[config.mk]
export PLATFORM = sky130hd
export DESIGN_NAME = cdb_arbiter
export DESIGN_NICKNAME = d
export VERILOG_FILES = /design/src/rtl/cpu_pkg.sv /design/src/rtl/rr_picker.sv /design/src/rtl/cdb_arbiter.sv
export SDC_FILE = /design/constraint.sdc
export NUM_CORES = 1
export LEC_CHECK = 0
export BUFFER_PORTS_ARGS = -buffer_cell sky130_fd_sc_hd__buf_2
export CAP_MARGIN = 10
export CORE_MARGIN = 2
export CORE_UTILIZATION = 34
export DETAILED_ROUTE_END_ITERATION = 16
export GPL_ROUTABILITY_DRIVEN = 0
export GPL_TIMING_DRIVEN = 1
export SETUP_SLACK_MARGIN = 0.2
export SYNTH_ARGS = -nofsm -noshare
export SYNTH_HDL_FRONTEND = slang
export SYNTH_HIERARCHICAL = 1
export SYNTH_SLANG_ARGS = --single-unit
[constraint.sdc]
create_clock -name CLOCK_50 -period 6.25 [get_ports CLOCK_50]
set_clock_uncertainty 0.15 [all_clocks]
set_input_delay 0.3125 -clock CLOCK_50 [delete_from_list [all_inputs] [get_ports CLOCK_50]]
set_output_delay 0.3125 -clock CLOCK_50 [all_outputs]
set_load 0.01 [all_outputs]
[src/rtl/cpu_pkg.sv]
// Shared CPU definitions: functional-unit count, result and tag widths,
// the "no producer" tag and the common data bus record.
//   NUM_UNITS : number of functional units that produce results
//   DATA_W    : result width
//   TAG_W     : producer tag width (tag = unit index + 1, 0 = none)
//   TAG_NONE  : tag value meaning "no producer"
//   cdb_t     : one common-data-bus beat {valid, tag, data}
package cpu_pkg;

    localparam int NUM_UNITS = 7;
    localparam int DATA_W    = 32;
    localparam int TAG_W     = 3;

    localparam logic [TAG_W-1:0] TAG_NONE = '0;

    typedef struct packed {
        logic              valid;
        logic [TAG_W-1:0]  tag;
        logic [DATA_W-1:0] data;
    } cdb_t;

endpackage

[src/rtl/rr_picker.sv]
// Rotating-priority picker (purely combinational).
// The search starts at the entry after ptr and wraps modulo N, so the
// most recently served entry gets the lowest priority next time.
//   req    : in  [N]      request vector
//   ptr    : in  [IDX_W]  index of the last winner
//   grant  : out [N]      one-hot grant (all zero when nothing requests)
//   winner : out [IDX_W]  index of the granted entry (0 when !any)
//   any    : out          at least one request present
module rr_picker #(
    parameter int N     = 7,
    parameter int IDX_W = 3
) (
    input  logic [N-1:0]     req,
    input  logic [IDX_W-1:0] ptr,
    output logic [N-1:0]     grant,
    output logic [IDX_W-1:0] winner,
    output logic             any
);

    always_comb begin
        int idx;
        grant  = '0;
        winner = '0;
        any    = 1'b0;
        idx    = 0;
        for (int k = 1; k <= N; k++) begin
            idx = int'(ptr) + k;
            // ptr is always below N, so one subtraction completes the wrap
            if (idx >= N) begin
                idx = idx - N;
            end
            if (!any && req[idx]) begin
                any        = 1'b1;
                winner     = IDX_W'(idx);
                grant[idx] = 1'b1;
            end
        end
    end

endmodule

[src/rtl/cdb_arbiter.sv]
// Common-data-bus arbiter. Each functional unit owns one hold slot; a
// finished result is captured into its slot and later broadcast on the
// registered CDB with tag = unit index + 1. One slot is broadcast per
// cycle, chosen round-robin, so every held result leaves within
// NUM_UNITS cycles.
//   CLOCK_50    : in                 clock
//   RSTN_N      : in                 asynchronous active-low reset
//   req_valid   : in  [NUM_UNITS]    unit i has a finished result
//   req_data    : in  [NUM_UNITS*DATA_W] unit i result in slice i
//   req_ready   : out [NUM_UNITS]    unit i result accepted this cycle
//   flush       : in                 discard all held results
//   cdb_valid   : out                broadcast strobe (one cycle per result)
//   cdb_tag     : out [TAG_W]        producing unit index + 1
//   cdb_data    : out [DATA_W]       broadcast result
//   pending_cnt : out [TAG_W+1]      number of occupied hold slots
module cdb_arbiter #(
    parameter int NUM_UNITS = cpu_pkg::NUM_UNITS,
    parameter int DATA_W    = cpu_pkg::DATA_W,
    parameter int TAG_W     = cpu_pkg::TAG_W
) (
    input  logic                        CLOCK_50,
    input  logic                        RSTN_N,
    input  logic [NUM_UNITS-1:0]        req_valid,
    input  logic [NUM_UNITS*DATA_W-1:0] req_data,
    output logic [NUM_UNITS-1:0]        req_ready,
    input  logic                        flush,
    output logic                        cdb_valid,
    output logic [TAG_W-1:0]            cdb_tag,
    output logic [DATA_W-1:0]           cdb_data,
    output logic [TAG_W:0]              pending_cnt
);

    import cpu_pkg::*;

    localparam int IDX_W = (NUM_UNITS > 1) ? $clog2(NUM_UNITS) : 1;

    logic [NUM_UNITS-1:0] hold_v_q, hold_v_d;
    logic [DATA_W-1:0]    hold_d_q [NUM_UNITS];
    logic [DATA_W-1:0]    hold_d_d [NUM_UNITS];
    logic [IDX_W-1:0]     rr_ptr_q, rr_ptr_d;
    cdb_t                 cdb_q, cdb_d;

    logic [NUM_UNITS-1:0] grant;
    logic [NUM_UNITS-1:0] accept;
    logic [IDX_W-1:0]     winner;
    logic                 any;

    rr_picker #(
        .N     (NUM_UNITS),
        .IDX_W (IDX_W)
    ) u_picker (
        .req    (hold_v_q),
        .ptr    (rr_ptr_q),
        .grant  (grant),
        .winner (winner),
        .any    (any)
    );

    // A slot being broadcast this cycle can take a new result on the same
    // edge, so a unit streaming back-to-back results never sees a bubble.
    assign req_ready = {NUM_UNITS{~flush}} & (~hold_v_q | grant);
    assign accept    = req_valid & req_ready;

    always_comb begin
        hold_v_d = hold_v_q;
        hold_d_d = hold_d_q;
        rr_ptr_d = rr_ptr_q;
        cdb_d    = '0;
        cdb_d.tag = TAG_NONE;
        if (flush) begin
            // Flush wins over both capture and broadcast; rr_ptr is kept.
            hold_v_d = '0;
        end else begin
            for (int i = 0; i < NUM_UNITS; i++) begin
                if (accept[i]) begin
                    hold_v_d[i] = 1'b1;
                    // Data is only sampled on acceptance, so X on an idle
                    // unit's bus never reaches the slot or the CDB.
                    hold_d_d[i] = req_data[i*DATA_W +: DATA_W];
                end else if (grant[i]) begin
                    hold_v_d[i] = 1'b0;
                end
            end
            if (any) begin
                cdb_d.valid = 1'b1;
                cdb_d.tag   = TAG_W'(winner) + TAG_W'(1);
                cdb_d.data  = hold_d_q[winner];
                rr_ptr_d    = winner;
            end
        end
    end

    always_ff @(posedge CLOCK_50 or negedge RSTN_N) begin
        if (!RSTN_N) begin
            hold_v_q <= '0;
            for (int i = 0; i < NUM_UNITS; i++) begin
                hold_d_q[i] <= '0;
            end
            // Pointer at the last unit makes unit 0 the first candidate.
            rr_ptr_q <= IDX_W'(NUM_UNITS - 1);
            cdb_q    <= '0;
        end else begin
            hold_v_q <= hold_v_d;
            hold_d_q <= hold_d_d;
            rr_ptr_q <= rr_ptr_d;
            cdb_q    <= cdb_d;
        end
    end

    always_comb begin
        pending_cnt = '0;
        for (int i = 0; i < NUM_UNITS; i++) begin
            pending_cnt = pending_cnt + (TAG_W+1)'(hold_v_q[i]);
        end
    end

    assign cdb_valid = cdb_q.valid;
    assign cdb_tag   = cdb_q.tag;
    assign cdb_data  = cdb_q.data;

endmodule

Word-level counts from Yosys, hierarchy flattened. Index checks and enable logic that the tools add are counted.

$add $sub $neg: 21. Order comparisons: 22. Muxes and demuxes: 83. Bitwise operators: 12. Reduce and logical (&&, ||, !) cells: 34.

Operators by type and width (count): 2-to-1 mux 32 bit (9); >= comparator 32 x 1 -> 1 bit (second input constant) (7); >= comparator 32 x 4 -> 1 bit (second input constant) (7); < comparator 32 x 5 -> 1 bit (second input constant) (7); subtractor 32 x 4 -> 32 bit (second input constant) (7); binary-select mux 32 bit (select 3 bit) (1); 2-to-1 mux 36 bit (2); 2-to-1 mux 7 bit (8); bitwise OR 7 bit (7); 2-to-1 mux 1 bit (42); binary-select mux 1 bit (select 3 bit) (7); demux 1 bit (select 3 bit) (7); 2-to-1 mux 3 bit (7); nonzero test 3 bit (7); adder 3 x 3 -> 4 bit (second input constant) (4); AND reduction 2 bit (8); AND 7 bit (2); logical AND 1 bit (13); adder 4 x 1 -> 4 bit (3); adder 3 x 2 -> 4 bit (second input constant) (2); inverter 7 bit (1); zero test 1 bit (6); adder 3 x 1 -> 4 bit (1); adder 3 x 1 -> 4 bit (second input constant) (1); other kinds (6) (6).

Bits in registers: 270. Logic and storage cells: 190.

Longest topological paths before layout.
Word-level depth: 31. Mapped depth: 25.

Modules after synthesis. The synthesis kept the hierarchy.

Modules (own cells, without submodules): cdb_arbiter (instances 1, cells each 877, area each 11952.7 µm², sequential area each 6759.0 µm²); rr_picker (instances 1, cells each 415, area each 2731.4 µm², sequential area each 0.0 µm²).

Worst setup path after synthesis. OpenSTA, ideal clock, no wires.

Kind: reg2reg. Start: reg rr_ptr_q[0]. End: reg cdb_q, in the netlist cdb_data[0]. Data arrival time: 5061 ps. Required time: 5980 ps. Slack: 918 ps. Stages on the path, launching flop included: 23. Cells stage by stage: dfrtp_1 buf_2 buf_6 buf_6 buf_4 buf_2 buf_1 buf_1 nand2_1 ha_1 a21boi_2 and2_1 o32ai_1 nor2_2 nand4_4 and4bb_1 buf_4 a32o_1 a21oi_1 clkbuf_1 clkbuf_1 o21ai_0 a31o_2.

RTL lines: start: declaration (RTL line cdb_arbiter.sv:40) `logic [IDX_W-1:0] rr_ptr_q, rr_ptr_d;`; start signal: assignment (RTL line cdb_arbiter.sv:100) `rr_ptr_q <= IDX_W'(NUM_UNITS - 1);`; start signal: assignment (RTL line cdb_arbiter.sv:105) `rr_ptr_q <= rr_ptr_d;`; end signal: assignment (RTL line cdb_arbiter.sv:101) `cdb_q <= '0;`; end signal: assignment (RTL line cdb_arbiter.sv:106) `cdb_q <= cdb_d;`; end: declaration (RTL line cdb_arbiter.sv:41) `cdb_t cdb_q, cdb_d;`.

Worst setup path after layout.
Start: reg rr_ptr_q[1]. End: out req_ready[0].

Longest elaborated chain between the ends: 27. Elaborated cells on any way between the ends: 117. Classes of those cells: add/sub (14); order compare (21); mux (55); bitwise (8); reduce/logical (19).

RTL lines: parallel branches: the longest is 24 deep, another holds subtractor 32 x 4 -> 32 bit; 2-to-1 mux 7 bit * (RTL line rr_picker.sv:32) `if (!any && req[idx]) begin`; named net grant[0] (RTL line cdb_arbiter.sv:43) `logic [NUM_UNITS-1:0] grant;`; bitwise OR 7 bit * (RTL line cdb_arbiter.sv:61) `assign req_ready = {NUM_UNITS{~flush}} & (~hold_v_q | grant);`; AND 7 bit * (RTL line cdb_arbiter.sv:61); end: declaration (RTL line cdb_arbiter.sv:25) `output logic [NUM_UNITS-1:0] req_ready,`.

Mark *: on every way through the listed nets, which the timed path passes. The select of a mux whose other input is x is not followed.

==> qor.csv <==
metric,value,unit
"most common cell after layout, fill and taps aside",buf_2,
CP Capture Type,output pin,
reg2reg path depth,14,
Crit path largest cell delay,0.73,ns
Cell Rows,76,
buffer levels on the longest clock path,3,
Final Critical Period,5.76,ns
top_reg_cell synth,dfrtp_1,
Die X-Extent,212,microns
die height,212,microns
first-pass GRT wire length,73500,microns
RSZ-0062 raised after global routing,no,
"Slew Viols, Final",0,
Root Driver,clkbuf_16,
R2R Path End,cdb_data[0],
CP arrival,5.30,ns
Slew HR,0.328,
DRC,0,
DRT Pass-1 Iters,8,
GRT overflow,0,
fill cell count,3863,
Critical Path Source Type,flop,
largest net degree at the start of global routing,181,
Total Wirelength,48400,microns
simple-gate portion of the synthesized area,0.102,
Adder-Cell Fraction of Synth Area,0.0204,
register area share after synthesis,0.460,
DR vias,12581,
CP Data Required Time,5.79,ns
Synth Area in XOR/XNOR,0.00469,
status,completed,
fin worst setup slack,0.492,ns
Async SR Flop Fraction,1.00,
CTS sink count,270,
Hold EP,hold_v_q[3],
layout cells sized above 1,0.352,
post-synthesis cell type count,88,
total CTS buffers,34,
setup TNS,0,ns
Max Cap Viol,0,
via density per instance,5.25,
Crit Path Class,reg2out,
R2R setup slack,0.52,ns
Synth Warn #,6,
Slew @ Worst Pin,1.01,ns
Tot GR Track Use,0.213,
main combinational cell family by area after synthesis,multiplexers,
CTS tree,built,
Hold Path Origin,flush,
Initial Utilization,0.342,
"Cell Chain, Critical Path","ha_1, inv_1, ha_1, nand2_2, mux2_4, and3_4, nor4_4, nand4_4, and4bb_1, nand2_1, o221ai_1, nor2b_1, nor2_1, buf_2",
wire per inst,20.2,microns
H-tree Lvls,2,
Iter 0 DRT Violations,943,
Max Clock Freq,174,MHz
CP dominant cell by count,ha_1,
syn nets,1547,
Hold Crit Depth,2,
post-synthesis mux area share,0.233,
crit-path max FO,18,
antenna-violating nets left,0,
Avg Inst Size Synth,11.4,sq um
synthesized area,14700,sq um
number of flops mapped to enable cells by yosys,0,
die area,44900,sq um
synthesized instance count,1292,
clk_lat worst skew,0.54,ns
IO Count,281,
Hold Crit Class,in2reg,
RR Startpoint,rr_ptr_q[1],
DP HPWL,31900,microns
Place WS,0.575,ns
final hold viol count,0,
port bufs,279,
most frequent cells in the layout,"buf_2 (278), dfrtp_1 (268), dlygate4sd3_1 (232)",
vias in the first global route,13059,
Worst-path clk slew,0.05,ns
fin crit share,0.921,
initial antenna violation count,4,
CP max-delay cell,dfstp_2,
fin nets,2036,
endpoints failing setup,0,
post-synthesis register bit count,270,
post-synthesis compound-gate area fraction,0.129,
Area Overhead vs Synth,38.2,%
core area,42900,sq um
[kinds of logic after synthesis]
family | count (synthesis)
other | 1
muxes | 311
adders and majority gates | 21
DFF | 270
buffers and inverters | 150
and+or+nand+nor | 260
xor gates and xnor gates | 7
AOI/OAI and AO/OA | 272
[state kept, by name (all words and copies together) (netlist names)]
register   count
cdb_valid      1
hold_v_q       7
cdb_data      32
cdb_tag        3
rr_ptr_q       3
hold_d_q     224
[worst max-delay path by stage]
stage	from	end	slack (ns)	cells past startpoint
2_1_floorplan	rr_ptr_q[0]	cdb_data[0]	0.92	22
5_1_grt	rr_ptr_q[1]	cdb_data[23]	0.21	14
3_5_place_dp	rr_ptr_q[1]	cdb_data[0]	0.57	14
3_3_place_gp	rr_ptr_q[1]	cdb_data[0]	0.65	14
6_report	rr_ptr_q[1]	req_ready[0]	0.49	14
4_1_cts	rr_ptr_q[1]	req_ready[0]	0.58	14
[synth_stat cells (5+ instances only)]
| cell type | instances | area, sq um |
|---|---|---|
| a211o_1 | 35 | 307 |
| a211oi_1 | 6 | 45.0 |
| a21oi_1 | 34 | 170 |
| a221oi_1 | 7 | 61.3 |
| a31o_1 | 31 | 272 |
| a31oi_1 | 5 | 31.3 |
| and2_1 | 7 | 43.8 |
| buf_2 | 33 | 165 |
| buf_4 | 21 | 158 |
| buf_6 | 7 | 78.8 |
| clkbuf_1 | 32 | 120 |
| dfrtp_1 | 268 | 6710 |
| fa_1 | 5 | 100 |
| ha_1 | 16 | 200 |
| inv_1 | 53 | 199 |
| mux2_2 | 228 | 2570 |
| mux2i_1 | 80 | 801 |
| nand2_1 | 49 | 184 |
| nand2b_1 | 14 | 87.6 |
| nand3_1 | 17 | 85.1 |
| nand4_1 | 9 | 56.3 |
| nor2_1 | 56 | 210 |
| nor2b_1 | 49 | 307 |
| nor3_1 | 9 | 45.0 |
| nor3b_2 | 7 | 87.6 |
| o21a_1 | 6 | 45.0 |
| o21ai_0 | 60 | 300 |
| o221ai_1 | 5 | 43.8 |
| o22ai_1 | 38 | 238 |
| xnor2_1 | 6 | 52.6 |
[metal layers]
| metal | up-vias | wire [microns] | global-route usage |
|---|---|---|---|
| li1 | 5693 | - | - |
| met2 | 549 | 23200 | 0.353 |
| met5 | - | 0 | 0 |
| met4 | 0 | 1780 | 0.0881 |
| met1 | 6213 | 19800 | 0.264 |
| met3 | 126 | 3530 | 0.0559 |
[critical path, delay by kind of cell (launching register included)]
| kind | cells | cell delay, ns |
|---|---|---|
| compound gates | 1 | 0.36 |
| fa+ha+maj | 2 | 0.86 |
| buf+inv | 2 | 0.21 |
| flops | 1 | 0.73 |
| mux | 1 | 0.37 |
| simple gates | 8 | 2.22 |
[per-stage QoR]
step                      instance area (sq um)  std cells   util  hold WS [ns]
after floorplan                           14700       1292      -        -0.133
after global placement                    16800       2098  0.392         0.223
after detailed placement                  16800       2098  0.392         0.226
after CTS                                 20300       2390  0.473         0.156
after global routing                      20300       2394  0.473         0.188
final                                     20300       2397  0.473         0.177
[area by class of cell]
class,instances,area [sq um],share of cell area
diodes,7,17.5,0.000863
clock inverters,16,184,0.00907
repair buffers,550,4180,0.206
inverters,53,199,0.00981
flip-flops and latches,270,6760,0.333
clock buffers,44,950,0.0468
multi-input cells,872,7260,0.358
well taps,585,732,0.0361
[timing repair]
item                      4_1_cts  5_1_grt
setup buffers                   0        0
hold endpoints to repair      321        0
hold buffers                  232        0
gates resized for setup         0        0
Power is left out: the tool's default activity adds up to more than one toggle a clock period on the data nets, which glitch-free logic cannot reach.
